--- src/rtl/tff_seq_ctrl_pkg.sv ---
// Shared definitions for the T-flip-flop sequencer.
//   op_e    : command opcodes carried on cmd_op
//   state_e : controller FSM states
//   WIDTH_DEF / LEN_W_DEF : default bank width and step-count width
package tff_seq_pkg;

  localparam int WIDTH_DEF = 4;
  localparam int LEN_W_DEF = 8;

  typedef enum logic [1:0] {
    OP_UP    = 2'b00,
    OP_DOWN  = 2'b01,
    OP_LOAD  = 2'b10,
    OP_CLEAR = 2'b11
  } op_e;

  typedef enum logic [1:0] {
    IDLE = 2'b00,
    RUN  = 2'b01,
    DONE = 2'b10
  } state_e;

endpackage

--- src/rtl/tff_seq_ctrl_if.sv ---
// Command channel between a command master and tff_seq_ctrl.
//   cmd_valid : command present (master -> slave)
//   cmd_ready : slave can accept this cycle (slave -> master)
//   cmd_op    : opcode (UP/DOWN/LOAD/CLEAR)
//   cmd_len   : step count for UP/DOWN
//   cmd_data  : target value for LOAD
interface tff_seq_ctrl_if
  import tff_seq_pkg::*;
#(
  parameter int WIDTH = WIDTH_DEF,
  parameter int LEN_W = LEN_W_DEF
) ();

  logic             cmd_valid;
  logic             cmd_ready;
  op_e              cmd_op;
  logic [LEN_W-1:0] cmd_len;
  logic [WIDTH-1:0] cmd_data;

  modport master (output cmd_valid, cmd_op, cmd_len, cmd_data, input  cmd_ready);
  modport slave  (input  cmd_valid, cmd_op, cmd_len, cmd_data, output cmd_ready);

endinterface

--- src/rtl/tff_seq_ctrl_bank.sv ---
// Bank of WIDTH toggle flip-flops.
//   clk, rst : clock and synchronous active-high clear
//   t_en     : per-cell toggle enable for this edge
//   q        : current bank state
module tff_bank #(
  parameter int WIDTH = 4
) (
  input  logic             clk,
  input  logic             rst,
  input  logic [WIDTH-1:0] t_en,
  output logic [WIDTH-1:0] q
);

  logic [WIDTH-1:0] q_q;
  logic [WIDTH-1:0] q_d;

  always_comb begin
    q_d = q_q ^ t_en;
  end

  always_ff @(posedge clk) begin
    if (rst) q_q <= '0;
    else     q_q <= q_d;
  end

  assign q = q_q;

endmodule

--- src/rtl/tff_seq_ctrl.sv ---
// Sequencer for a bank of WIDTH T flip-flops. Accepts one command at a time
// and turns it into a per-cycle toggle vector for the bank it owns.
//   clk, rst : clock, synchronous active-high reset
//   cmd      : command channel (slave side)
//   t_en     : toggle vector applied to the bank this cycle
//   q        : current bank state
//   busy     : command in progress
//   done     : one-cycle completion pulse
//   tc       : one-cycle pulse in the cycle q first shows a wrapped value
module tff_seq_ctrl
  import tff_seq_pkg::*;
#(
  parameter int WIDTH = WIDTH_DEF,
  parameter int LEN_W = LEN_W_DEF
) (
  input  logic             clk,
  input  logic             rst,
  tff_seq_ctrl_if.slave    cmd,
  output logic [WIDTH-1:0] t_en,
  output logic [WIDTH-1:0] q,
  output logic             busy,
  output logic             done,
  output logic             tc
);

  state_e           state_q, state_d;
  op_e              op_q, op_d;
  logic [WIDTH-1:0] data_q, data_d;
  logic [LEN_W-1:0] rem_q, rem_d;
  logic             tc_q, tc_d;
  logic [WIDTH-1:0] t_run;
  logic             carry;

  tff_bank #(.WIDTH(WIDTH)) u_bank (
    .clk  (clk),
    .rst  (rst),
    .t_en (t_en),
    .q    (q)
  );

  // Counting toggles use a ripple term: bit i flips when all lower bits are
  // 1 (UP) or all 0 (DOWN).
  always_comb begin
    t_run = '0;
    carry = 1'b1;
    case (op_q)
      OP_UP: begin
        for (int i = 0; i < WIDTH; i++) begin
          t_run[i] = carry;
          carry    = carry & q[i];
        end
      end
      OP_DOWN: begin
        for (int i = 0; i < WIDTH; i++) begin
          t_run[i] = carry;
          carry    = carry & ~q[i];
        end
      end
      OP_LOAD:  t_run = q ^ data_q;
      default:  t_run = q;
    endcase
  end

  always_comb begin
    state_d = state_q;
    op_d    = op_q;
    data_d  = data_q;
    rem_d   = rem_q;
    // Registered so it lines up with the cycle the wrapped value is visible.
    tc_d    = (state_q == RUN) &&
              (((op_q == OP_UP) && (&q)) || ((op_q == OP_DOWN) && ~(|q)));
    case (state_q)
      IDLE: begin
        if (cmd.cmd_valid) begin
          op_d   = cmd.cmd_op;
          data_d = cmd.cmd_data;
          if ((cmd.cmd_op == OP_LOAD) || (cmd.cmd_op == OP_CLEAR)) begin
            rem_d   = LEN_W'(1);
            state_d = RUN;
          end else begin
            rem_d   = cmd.cmd_len;
            // Zero-length count completes without touching the bank.
            state_d = (cmd.cmd_len == '0) ? DONE : RUN;
          end
        end
      end
      RUN: begin
        rem_d = rem_q - LEN_W'(1);
        if (rem_q == LEN_W'(1)) state_d = DONE;
      end
      DONE:    state_d = IDLE;
      default: state_d = IDLE;
    endcase
  end

  always_ff @(posedge clk) begin
    if (rst) begin
      state_q <= IDLE;
      rem_q   <= '0;
      tc_q    <= 1'b0;
    end else begin
      state_q <= state_d;
      rem_q   <= rem_d;
      tc_q    <= tc_d;
    end
  end

  always_ff @(posedge clk) begin
    op_q   <= op_d;
    data_q <= data_d;
  end

  assign t_en          = (state_q == RUN) ? t_run : '0;
  assign cmd.cmd_ready = (state_q == IDLE);
  assign busy          = (state_q != IDLE);
  assign done          = (state_q == DONE);
  assign tc            = tc_q;

endmodule
--- src/flat_wrapper.sv ---
// flat-port wrapper written by rule: the top's interface ports become plain ports
module tff_seq_ctrl_flat import tff_seq_pkg::*;
#(
  parameter int WIDTH = WIDTH_DEF,
  parameter int LEN_W = LEN_W_DEF
)
  (clk, rst, t_en, q, busy, done, tc, cmd_cmd_valid, cmd_cmd_op, cmd_cmd_len, cmd_cmd_data, cmd_cmd_ready);
  tff_seq_ctrl_if #(.WIDTH(WIDTH), .LEN_W(LEN_W)) cmd_i ();
  input  logic clk;
  input  logic rst;
  output logic [WIDTH-1:0] t_en;
  output logic [WIDTH-1:0] q;
  output logic busy;
  output logic done;
  output logic tc;
  input wire logic [$bits(cmd_i.cmd_valid)-1:0] cmd_cmd_valid;
  input wire logic [$bits(cmd_i.cmd_op)-1:0] cmd_cmd_op;
  input wire logic [$bits(cmd_i.cmd_len)-1:0] cmd_cmd_len;
  input wire logic [$bits(cmd_i.cmd_data)-1:0] cmd_cmd_data;
  output wire logic [$bits(cmd_i.cmd_ready)-1:0] cmd_cmd_ready;
  assign cmd_i.cmd_valid = cmd_cmd_valid;
  assign cmd_i.cmd_op = cmd_cmd_op;
  assign cmd_i.cmd_len = cmd_cmd_len;
  assign cmd_i.cmd_data = cmd_cmd_data;
  assign cmd_cmd_ready = cmd_i.cmd_ready;
  tff_seq_ctrl #(.WIDTH(WIDTH), .LEN_W(LEN_W)) u_core (.clk(clk), .rst(rst), .cmd(cmd_i), .t_en(t_en), .q(q), .busy(busy), .done(done), .tc(tc));
endmodule
--- config.mk ---
export PLATFORM = sky130hd
export DESIGN_NAME = tff_seq_ctrl_flat
export DESIGN_NICKNAME = d
export VERILOG_FILES = /design/src/rtl/tff_seq_ctrl_pkg.sv /design/src/rtl/tff_seq_ctrl_if.sv /design/src/rtl/tff_seq_ctrl_bank.sv /design/src/rtl/tff_seq_ctrl.sv /design/src/flat_wrapper.sv
export SDC_FILE = /design/constraint.sdc
export NUM_CORES = 1
export LEC_CHECK = 0
export BUFFER_PORTS_ARGS = -buffer_cell sky130_fd_sc_hd__clkbuf_2
export CORE_MARGIN = 2
export CORE_UTILIZATION = 57
export CTS_CLUSTER_SIZE = 28
export DETAILED_ROUTE_END_ITERATION = 6
export GPL_TIMING_DRIVEN = 0
export PLACE_DENSITY = 0.84
export SYNTH_ARGS = -nofsm -noshare
export SYNTH_HDL_FRONTEND = slang
export SYNTH_SLANG_ARGS = --single-unit
--- constraint.sdc ---
create_clock -name clk -period 2.8 [get_ports clk]
set_input_delay 0.14 -clock clk [delete_from_list [all_inputs] [get_ports clk]]
set_output_delay 0.14 -clock clk [all_outputs]
set_load 0.01 [all_outputs]
==> results of run 1 <==
==> state kept, by name, summed over array words and instances, names as in the netlist <==
register         cells
u_core.data_q        4
u_core.op_q          2
u_core.state_q       2
u_core.rem_q         8
u_core.u_bank.q      4
u_core.tc            1
==> what timing repair did <==
item / CTS / global route
hold endpoints to repair: 4 / 1
gates resized for setup: 0 / 0
hold buffers: 4 / 1
==> stage by stage <==
stage	util	instances	power, mW
CTS	0.703	210	0.803
global placement	0.672	202	0.638
global route	0.708	211	0.852
floorplan	-	146	0.575
detailed placement	0.672	202	0.652
finish	0.708	211	0.804
==> power by group <==
part           total, mW  switching (mW)  internal, mW
clock              0.147          0.0940        0.0532
combinational      0.275           0.151         0.124
sequential         0.381          0.0356         0.346
total              0.804           0.281         0.523
==> synth_stat cells (all sizes together) (2+ instances only) <==
library cell / count / share of area
buf: 8 / 0.039
xor2: 2 / 0.014
or3: 2 / 0.0099
inv: 7 / 0.021
dfxtp: 15 / 0.24
nand2: 7 / 0.021
a22oi: 2 / 0.012
o21ai: 4 / 0.016
o22ai: 2 / 0.0099
a311oi: 3 / 0.021
nor2b: 6 / 0.030
xnor2: 5 / 0.035
a21oi: 7 / 0.028
nor3: 7 / 0.032
nor2: 17 / 0.050
a31oi: 4 / 0.020
clkbuf: 2 / 0.0059
nand4b: 2 / 0.014
o21bai: 2 / 0.012
mux2: 2 / 0.018
ha: 2 / 0.020
nor4: 3 / 0.020
nand2b: 4 / 0.020
nand3: 4 / 0.016
a211oi: 7 / 0.045
edfxtp: 6 / 0.14
==> cells in the final DEF, fill, tap and decap left out, types with 2 or more instances in the layout <==
master,Yosys,routed
a211oi_1,6,6
a21oi_1,7,7
a22oi_1,2,2
a311oi_1,3,3
a31oi_1,4,4
buf_2,6,6
clkbuf_1,2,2
clkbuf_2,0,28
clkbuf_4,0,3
dfxtp_1,15,15
dlygate4sd3_1,0,5
edfxtp_1,6,6
ha_1,2,2
inv_1,7,7
nand2_1,7,7
nand2b_1,4,4
nand3_1,4,4
nand4b_1,2,2
nor2_1,17,17
nor2b_1,6,6
nor3_1,6,6
nor4_1,2,2
o21ai_1,3,3
o21bai_1,2,2
o22ai_1,2,2
or3_1,2,2
xnor2_1,5,5
xor2_1,2,2
==> logic make-up after synthesis <==
group	Yosys count	synth area share
simple gates	60	0.265
xor+xnor	7	0.0484
flops	21	0.379
mux	2	0.0178
fa+ha+maj	2	0.0197
compound gates	37	0.205
buf+inv	17	0.0652
==> per-layer routing <==
| layer | vias up | wire length [µm] | track usage |
|---|---|---|---|
| li1 | 611 | - | - |
| met1 | 581 | 1250 | 0.309 |
| met2 | 60 | 1510 | 0.420 |
| met3 | 10 | 243 | 0.0556 |
| met4 | 0 | 55 | 0.0946 |
| met5 | - | 0 | 0 |
==> how the worst min path moves through the flow <==
stage	to	from	slack, ps
after floorplan	u_core.rem_q[0]	rst	210
after global placement	u_core.data_q[3]	cmd_cmd_data[3]	320
after global routing	u_core.rem_q[0]	rst	110
after detailed placement	u_core.data_q[1]	cmd_cmd_data[1]	320
final	u_core.state_q[1]	rst	110
after CTS	u_core.data_q[3]	cmd_cmd_data[3]	6
==> area by class of cell <==
type / count / area, µm²
well taps: 28 / 35.0
clock inverters: 1 / 5.00
flip-flops and latches: 21 / 480
multi-input cells: 108 / 704
inverters: 7 / 26.3
plain buffers: 10 / 56.3
fillers: 174 / 628
clock buffers: 3 / 22.5
repair buffers: 33 / 190
==> worst register-to-register path: cells and delay by family (launching register included) <==
family,cells,cell delay (ps)
buf+inv,2,410
flops,1,320
compound gates,1,300
simple gates,3,340
==> out/metrics.yaml, run 1 <==
io_buffer_count: 28
core_um2: 2150
crit_chain: "buf_4, o31ai_1, o21ai_1, a211oi_1, clkbuf_2"
final_area_um2: 1520
grt_pass1_vias: 1137
drive_gt1_frac: 0.246
critPathKind: "flop to output port"
dp_hpwl_um: 2240
drv_cap: 0
root_buffer: "clkbuf_4"
rows: 17
synthArstFlopShare: 0
ys_seq_area_frac: 0.379
whs_ps: 114
drt_wl_total_um: 3060
synth_ff_type: "dfxtp_1"
cts_tree: "done"
clock_insertion_delay_worst_skew_ps: 310
post_cts_buffers: 0
synth_edf_count: 6
grt_pass1_wl_um: 4900
end_kind: "output port"
grt_use_total: 0.249
power_per_cell_area_nw_per_um2: 529
hold_path_class: "input port to flop"
startpoint_type: "flop"
die_x_um: 51.2
ys_warn_count: 0
drv_slew: 0
cp_slowest_cell: "o31ai_1"
worstSetupStartpoint: "u_core.op_q[0]"
ir_drop_v: 0.000331
synth_seq_cells: 21
place.gp.congestion: 0.875
cts.sinks: 21
synthToLayoutAreaGrowth_pct: 19.9
avgSynthCellArea_um2: 8.68
initial_core_util: 0.590
clk_transition_reported_paths_ps: 130
grt_setup_unrepaired: "no"
clk_path_buf_depth: 2
drc: 0
synth.distinct_cells: 47
path_buf_inv: 2
critical_path.max_fanout: 10
slew_headroom: 0.648
placed_area_um2: 1440
slowest_delay_ps: 480
required_ps: 2660
nets: 203
antenna_left: 0
netlist_area_um2: 1270
htreeDepth: 1
p_leak_nw: 0.619
ff2ff_setup_slack_ps: 1290
via_per_inst: 5.98
worstRegToRegCells: 6
floorplan.die_area_um2: 2620
antenna_cells: 0
synth_nets: 165
grt_max_degree: 13
worst_slack_ps: 680
firstDrtPassIters: 4
die_y_um: 51.2
finClkSkew_ps: 14.4
fin_tns_setup_ps: 0
min_period_ps: 2120
finalHoldViolations: 0
pin_count: 29
worst_slew_pin_slew_ps: 524
crit_path_end: "t_en[2]"
overflow: 0
fmax_ghz: 0.472
path_depth: 5
path_delay_family: "compound AO/OA/AOI/OAI gates"
regToRegEndpoint: "u_core.rem_q[3]"
post_drt_wl_per_cell_um: 14.5
status: "finished, final reports clean"
post-route-period-util: 0.757
drt_iter0_drc: 55
antenna_found_initial: 0
min_path_cells: 2
timing.rr.start: "u_core.state_q[0]"
numCtsBuffers: 3
crit_arrival_ps: 1980
syn_inst: 146
place_ws_ps: 1050
setup_viol: 0
vias: 1262
Power figures use the tool's default switching activity.
==> run 2, diff against run 1 <==
--- a/config.mk
+++ b/config.mk
@@ -7,11 +7,11 @@
 export LEC_CHECK = 0
 export BUFFER_PORTS_ARGS = -buffer_cell sky130_fd_sc_hd__clkbuf_2
 export CORE_MARGIN = 2
-export CORE_UTILIZATION = 57
+export CORE_UTILIZATION = 53
 export CTS_CLUSTER_SIZE = 28
 export DETAILED_ROUTE_END_ITERATION = 6
 export GPL_TIMING_DRIVEN = 0
-export PLACE_DENSITY = 0.84
+export PLACE_DENSITY = 0.79
 export SYNTH_ARGS = -nofsm -noshare
 export SYNTH_HDL_FRONTEND = slang
 export SYNTH_SLANG_ARGS = --single-unit
==> constraint.sdc (replaced) <==
create_clock -name clk -period 2 [get_ports clk]
set_input_delay 0.1 -clock clk [delete_from_list [all_inputs] [get_ports clk]]
set_output_delay 0.1 -clock clk [all_outputs]
set_load 0.01 [all_outputs]
==> out/metrics.yaml, run 2 (synthesis results as in run 1) <==
drv_cap: 0  # unchanged
min_path_cells: 2  # unchanged
drt_iter0_drc: 40  # -27%
drive_gt1_frac: 0.266  # +0.0204
critical_path.max_fanout: 10  # unchanged
largest_reg_flops: 8  # unchanged
drt_wl_total_um: 3160  # +3.3%
vias: 1236  # -2.1%
setup_viol: 0  # unchanged
critPathKind: "flop to output port"
largest_register: "u_core.rem_q"
startpoint_type: "flop"
wl_met2_um: 1540  # +1.9%
io_buffer_count: 28  # unchanged
drv_slew: 0  # unchanged
fin_tns_setup_ps: 0  # unchanged
clk_path_buf_depth: 2  # unchanged
drc: 0  # unchanged
finalHoldViolations: 0  # unchanged
required_ps: 1900  # -760 ps
antenna_found_initial: 0  # unchanged
min_period_ps: 1940
grt_setup_unrepaired: "yes"
p_leak_nw: 0.629  # +1.7%
grt_pass1_vias: 1111  # -2.3%
grt_pass1_wl_um: 5030  # +2.7%
die_x_um: 52.9  # +3.4%
via_per_inst: 5.83  # -2.5%
htreeDepth: 1  # unchanged
dp_hpwl_um: 2230  # -0.71%
hold_path_class: "input port to flop"
layout_commonest_cell: "clkbuf_2"
post_drt_wl_per_cell_um: 14.9  # +2.8%
synthToLayoutAreaGrowth_pct: 22.5
numCtsBuffers: 3  # unchanged
status: "finished, final reports clean"
grt_max_degree: 13  # unchanged
initial_core_util: 0.568  # -0.0225
ir_drop_v: 0.000465  # +41%
rows: 17  # unchanged
cts_tree: "done"
die_y_um: 52.9  # +3.4%
nets: 204  # +0.49%
highest_layer: "met4"
slew_headroom: 0.665  # +0.0171
end_kind: "output port"
worstRegToRegCells: 5  # -1
crit_arrival_ps: 1840  # -140 ps
cts.sinks: 21  # unchanged
wl_met3_um: 204  # -16%
layout_common_cells: "clkbuf_2 (26), nor2_1 (17), dfxtp_1 (15), buf_2 (8)"
power_per_cell_area_nw_per_um2: 739  # +40%
firstDrtPassIters: 6  # +2
root_buffer: "clkbuf_4"
core_um2: 2230  # +4.0%
worst_slew_pin_slew_ps: 503  # -21.1 ps
post-route-period-util: 0.970
floorplan.die_area_um2: 2800  # +6.9%
clk_transition_reported_paths_ps: 130  # about the same
fmax_ghz: 0.516
antenna_left: 0  # unchanged
pin_count: 29  # unchanged
power_mw: 1.15  # +43%
overflow: 0  # unchanged
grt_use_total: 0.250  # +0.000629
wl_met1_um: 1380  # +11%
place.gp.congestion: 0.872  # -0.37%
clock_insertion_delay_worst_skew_ps: 310  # about the same
antenna_cells: 0  # unchanged
finClkSkew_ps: 5.73  # -8.64 ps
## run 2: cell count changes in the layout (fill, tap and decap cells not counted)
cell      before  now
buf_2          6    8
buf_6          1    2
or3b_4         0    1
o31ai_4        0    1
clkbuf_2      28   26
o31ai_1        1    0
a211oi_1       6    5
or3b_1         1    0
a211oi_2       1    2
## run 2: worst max-delay path, stage by stage (launching register included)
cell	delay, ps
edfxtp_1	400
buf_6	160
or3b_4	400
o31ai_4	90
o21ai_1	130
a211oi_2	190
buf_2	160
## run 2: path summary, 6_finish.rpt
path / startpoint / endpoint / slack [ps]
max reg2reg: u_core.op_q[0] / u_core.u_bank.q[0] / 520
min: rst / u_core.rem_q[0] / 60
max: u_core.op_q[0] / t_en[2] / 60
min reg2reg: u_core.rem_q[7] / u_core.rem_q[7] / 530
## run 2: metrics by stage
step	worst slack [ps]	hold slack [ps]	instance area, µm²	utilization	instances
finish	60.7	55.1	1550	0.695	212
global route	-69.0	82.9	1550	0.695	212
CTS	8.17	56.9	1530	0.683	211
detailed placement	310	279	1440	0.646	202
global placement	436	277	1440	0.646	202
floorplan	486	172	1270	-	146
## run 2: final cells by class
class,count,area (µm²)
fill,186,681
buffer,10,60.1
multi-input combinational,108,726
sequential,21,480
clock inverter,1,5.00
timing repair buffer,34,198
tap,28,35.0
inverter,7,26.3
clock buffer,3,22.5
## run 2: timing repair
action / CTS / global route
gates resized for setup: 1 / 6
buffers inserted: 0 / 1
hold buffers: 5 / 0
endpoints found under the setup margin: 1 / 2
hold endpoints to repair: 5 / 0
pin swaps: 0 / 3
## run 2: where the power goes
| group | switching, mW | internal, mW |
|---|---|---|
| Sequential | 0.0505 | 0.484 |
| Combinational | 0.214 | 0.183 |
| Clock | 0.142 | 0.0747 |
| Total | 0.407 | 0.742 |
## run 2: per-layer routing
metal / vias to the layer above / GRT usage
li1: 617 / -
met1: 566 / 0.329
met2: 48 / 0.413
met3: 5 / 0.0480
met4: 0 / 0.0769
met5: - / 0
==> run 3, diff against run 2 <==
--- a/config.mk
+++ b/config.mk
@@ -6,12 +6,15 @@
 export NUM_CORES = 1
 export LEC_CHECK = 0
 export BUFFER_PORTS_ARGS = -buffer_cell sky130_fd_sc_hd__clkbuf_2
+export CELL_PAD_IN_SITES_DETAIL_PLACEMENT = 2
+export CELL_PAD_IN_SITES_GLOBAL_PLACEMENT = 2
 export CORE_MARGIN = 2
-export CORE_UTILIZATION = 53
+export CORE_UTILIZATION = 32
+export CTS_BUF_LIST = sky130_fd_sc_hd__clkbuf_4
 export CTS_CLUSTER_SIZE = 28
 export DETAILED_ROUTE_END_ITERATION = 6
 export GPL_TIMING_DRIVEN = 0
-export PLACE_DENSITY = 0.79
+export PLACE_DENSITY = 0.8
 export SYNTH_ARGS = -nofsm -noshare
 export SYNTH_HDL_FRONTEND = slang
 export SYNTH_SLANG_ARGS = --single-unit
==> out/metrics.yaml, run 3 (synthesis results as in run 1) <==
combPwrFrac: 0.353  # +0.007
post_drt_wl_per_cell_um: 18.6  # +25%
power.internal_mw: 0.764  # +3.1%
cp_slowest_cell: "or4b_4"
drive_gt1_frac: 0.290  # +0.0240
clk_path_buf_depth: 2  # unchanged
grt_pass1_vias: 1381  # +24%
root_buffer: "clkbuf_4"
timing.rr.start: "u_core.rem_q[3]"
slew_headroom: 0.591  # -0.0742
end_kind: "output port"
drc: 0  # unchanged
p_leak_nw: 0.643  # +2.2%
vias: 1287  # +4.1%
hold_path_startpoint: "rst"
grt_setup_unrepaired: "no"
p_sw_frac: 0.369  # +0.0153
worstSetupStartpoint: "u_core.u_bank.q[0]"
clk_transition_reported_paths_ps: 140  # about the same
seq_area_um2: 482  # +0.26%
whs_ps: 58.6  # +3.53 ps
largest_reg_flops: 8  # unchanged
drv_slew: 0  # unchanged
via_per_inst: 5.50  # -5.7%
core_um2: 3740  # +68%
floorplan.die_area_um2: 4480  # +60%
cts.sinks: 21  # unchanged
fmax_ghz: 0.523  # +1.4%
htreeDepth: 1  # unchanged
firstDrtPassIters: 4  # -2
drv_cap: 0  # unchanged
rows: 22  # +5
numCtsBuffers: 3  # unchanged
die_y_um: 66.9  # +27%
synthToLayoutAreaGrowth_pct: 26.8
layout_common_cells: "clkbuf_2 (27), nor2_1 (17), dfxtp_1 (14)"
crit_chain: "buf_6, or4b_4, nand2_4, nor2_1, a211oi_2, buf_2"
slowest_delay_ps: 570  # +170 ps
grt_pass1_wl_um: 6920  # +38%
ff2ff_setup_slack_ps: 350  # -170 ps
clock_insertion_delay_worst_skew_ps: 320  # about the same
post-route-period-util: 0.957  # -0.0131
dp_hpwl_um: 3150  # +42%
power_per_cell_area_nw_per_um2: 754  # +2.0%
drt_wl_total_um: 4340  # +38%
p_sw_mw: 0.448  # +10%
startpoint_type: "flop"
critical_path.max_fanout: 8  # -2
hold_path_class: "input port to flop"
drt_iter0_drc: 33  # -18%
pin_count: 29  # unchanged
nFillCells: 437  # +130%
place.gp.congestion: 0.756  # -13%
antenna_left: 0  # unchanged
power_mw: 1.21  # +5.6%
antenna_cells: 0  # unchanged
antenna_found_initial: 0  # unchanged
required_ps: 1900  # about the same
power.share.clock: 0.200  # +0.011
overflow: 0  # unchanged
cts_tree: "done"
setup_viol: 0  # unchanged
multi_input_area_um2: 732  # +0.86%
finClkSkew_ps: 5.47  # -0.263 ps
largest_register: "u_core.rem_q"
layout_commonest_cell: "clkbuf_2"
status: "finished, final reports clean"
finalHoldViolations: 0  # unchanged
grt_use_total: 0.213  # -0.0366
grt_max_degree: 12  # -1
worst_slew_pin_slew_ps: 614  # +111 ps
fin_tns_setup_ps: 0  # unchanged
critPathKind: "flop to output port"
io_buffer_count: 28  # unchanged
min_period_ps: 1910  # -26.3 ps
initial_core_util: 0.339  # -0.229
die_x_um: 66.9  # +27%
nets: 206  # +0.98%
fin_util: 0.429  # -0.266
ir_drop_v: 0.000270  # -42%
crit_arrival_ps: 1810  # -30 ps
power_frac_seq: 0.447  # -0.019
## run 3: repair_timing
item / CTS / global route
gates resized for setup: 5 / 7
hold endpoints to repair: 5 / 0
hold buffers: 5 / 0
endpoints found under the setup margin: 2 / 2
pin swaps: 2 / 1
buffers inserted: 2 / 2
## run 3: area by class of cell
type / instances / area share
multi-input combinational: 108 / 0.456
timing repair buffer: 37 / 0.137
inverter: 7 / 0.0164
clock buffer: 4 / 0.0187
sequential: 21 / 0.300
tap: 48 / 0.0374
buffer: 9 / 0.0350
## run 3: final timing paths
path                                     endpoint  cells past startpoint
worst min register to register    u_core.rem_q[7]                      2
worst min-delay path              u_core.rem_q[0]                      2
worst max register to register  u_core.state_q[1]                      3
worst max-delay path                      t_en[3]                      6
## run 3: worst max-delay path: cells and delay by family (launching register included)
kind / cells / cell delay (ps)
AO/OA/AOI/OAI: 1 / 140
buffers and inverters: 2 / 290
flip-flops: 1 / 360
AND/OR/NAND/NOR: 3 / 700
## run 3: stage by stage
| stage | instance area [µm²] | setup WS [ps] | cells |
|---|---|---|---|
| final | 1610 | 87.0 | 234 |
| after detailed placement | 1470 | 273 | 222 |
| after CTS | 1590 | 2.13 | 233 |
| after floorplan | 1270 | 486 | 146 |
| after global placement | 1470 | 421 | 222 |
| after global routing | 1610 | 3.50 | 234 |
## run 3: power by group through the flow
stage	Combinational (mW)	Clock, mW	Sequential, mW
after floorplan	0.271	0	0.533
after global placement	0.373	0	0.539
after CTS	0.423	0.245	0.536
after detailed placement	0.399	0	0.544
final	0.428	0.243	0.542
after global routing	0.468	0.268	0.548
## run 3: routing by layer
metal  up-vias  global-route usage  share of wire
li1        620                   -              -
met1       641               0.261           0.45
met2        22               0.388           0.52
met3         4              0.0253          0.018
met4         0              0.0638          0.010
met5         -                   0              0
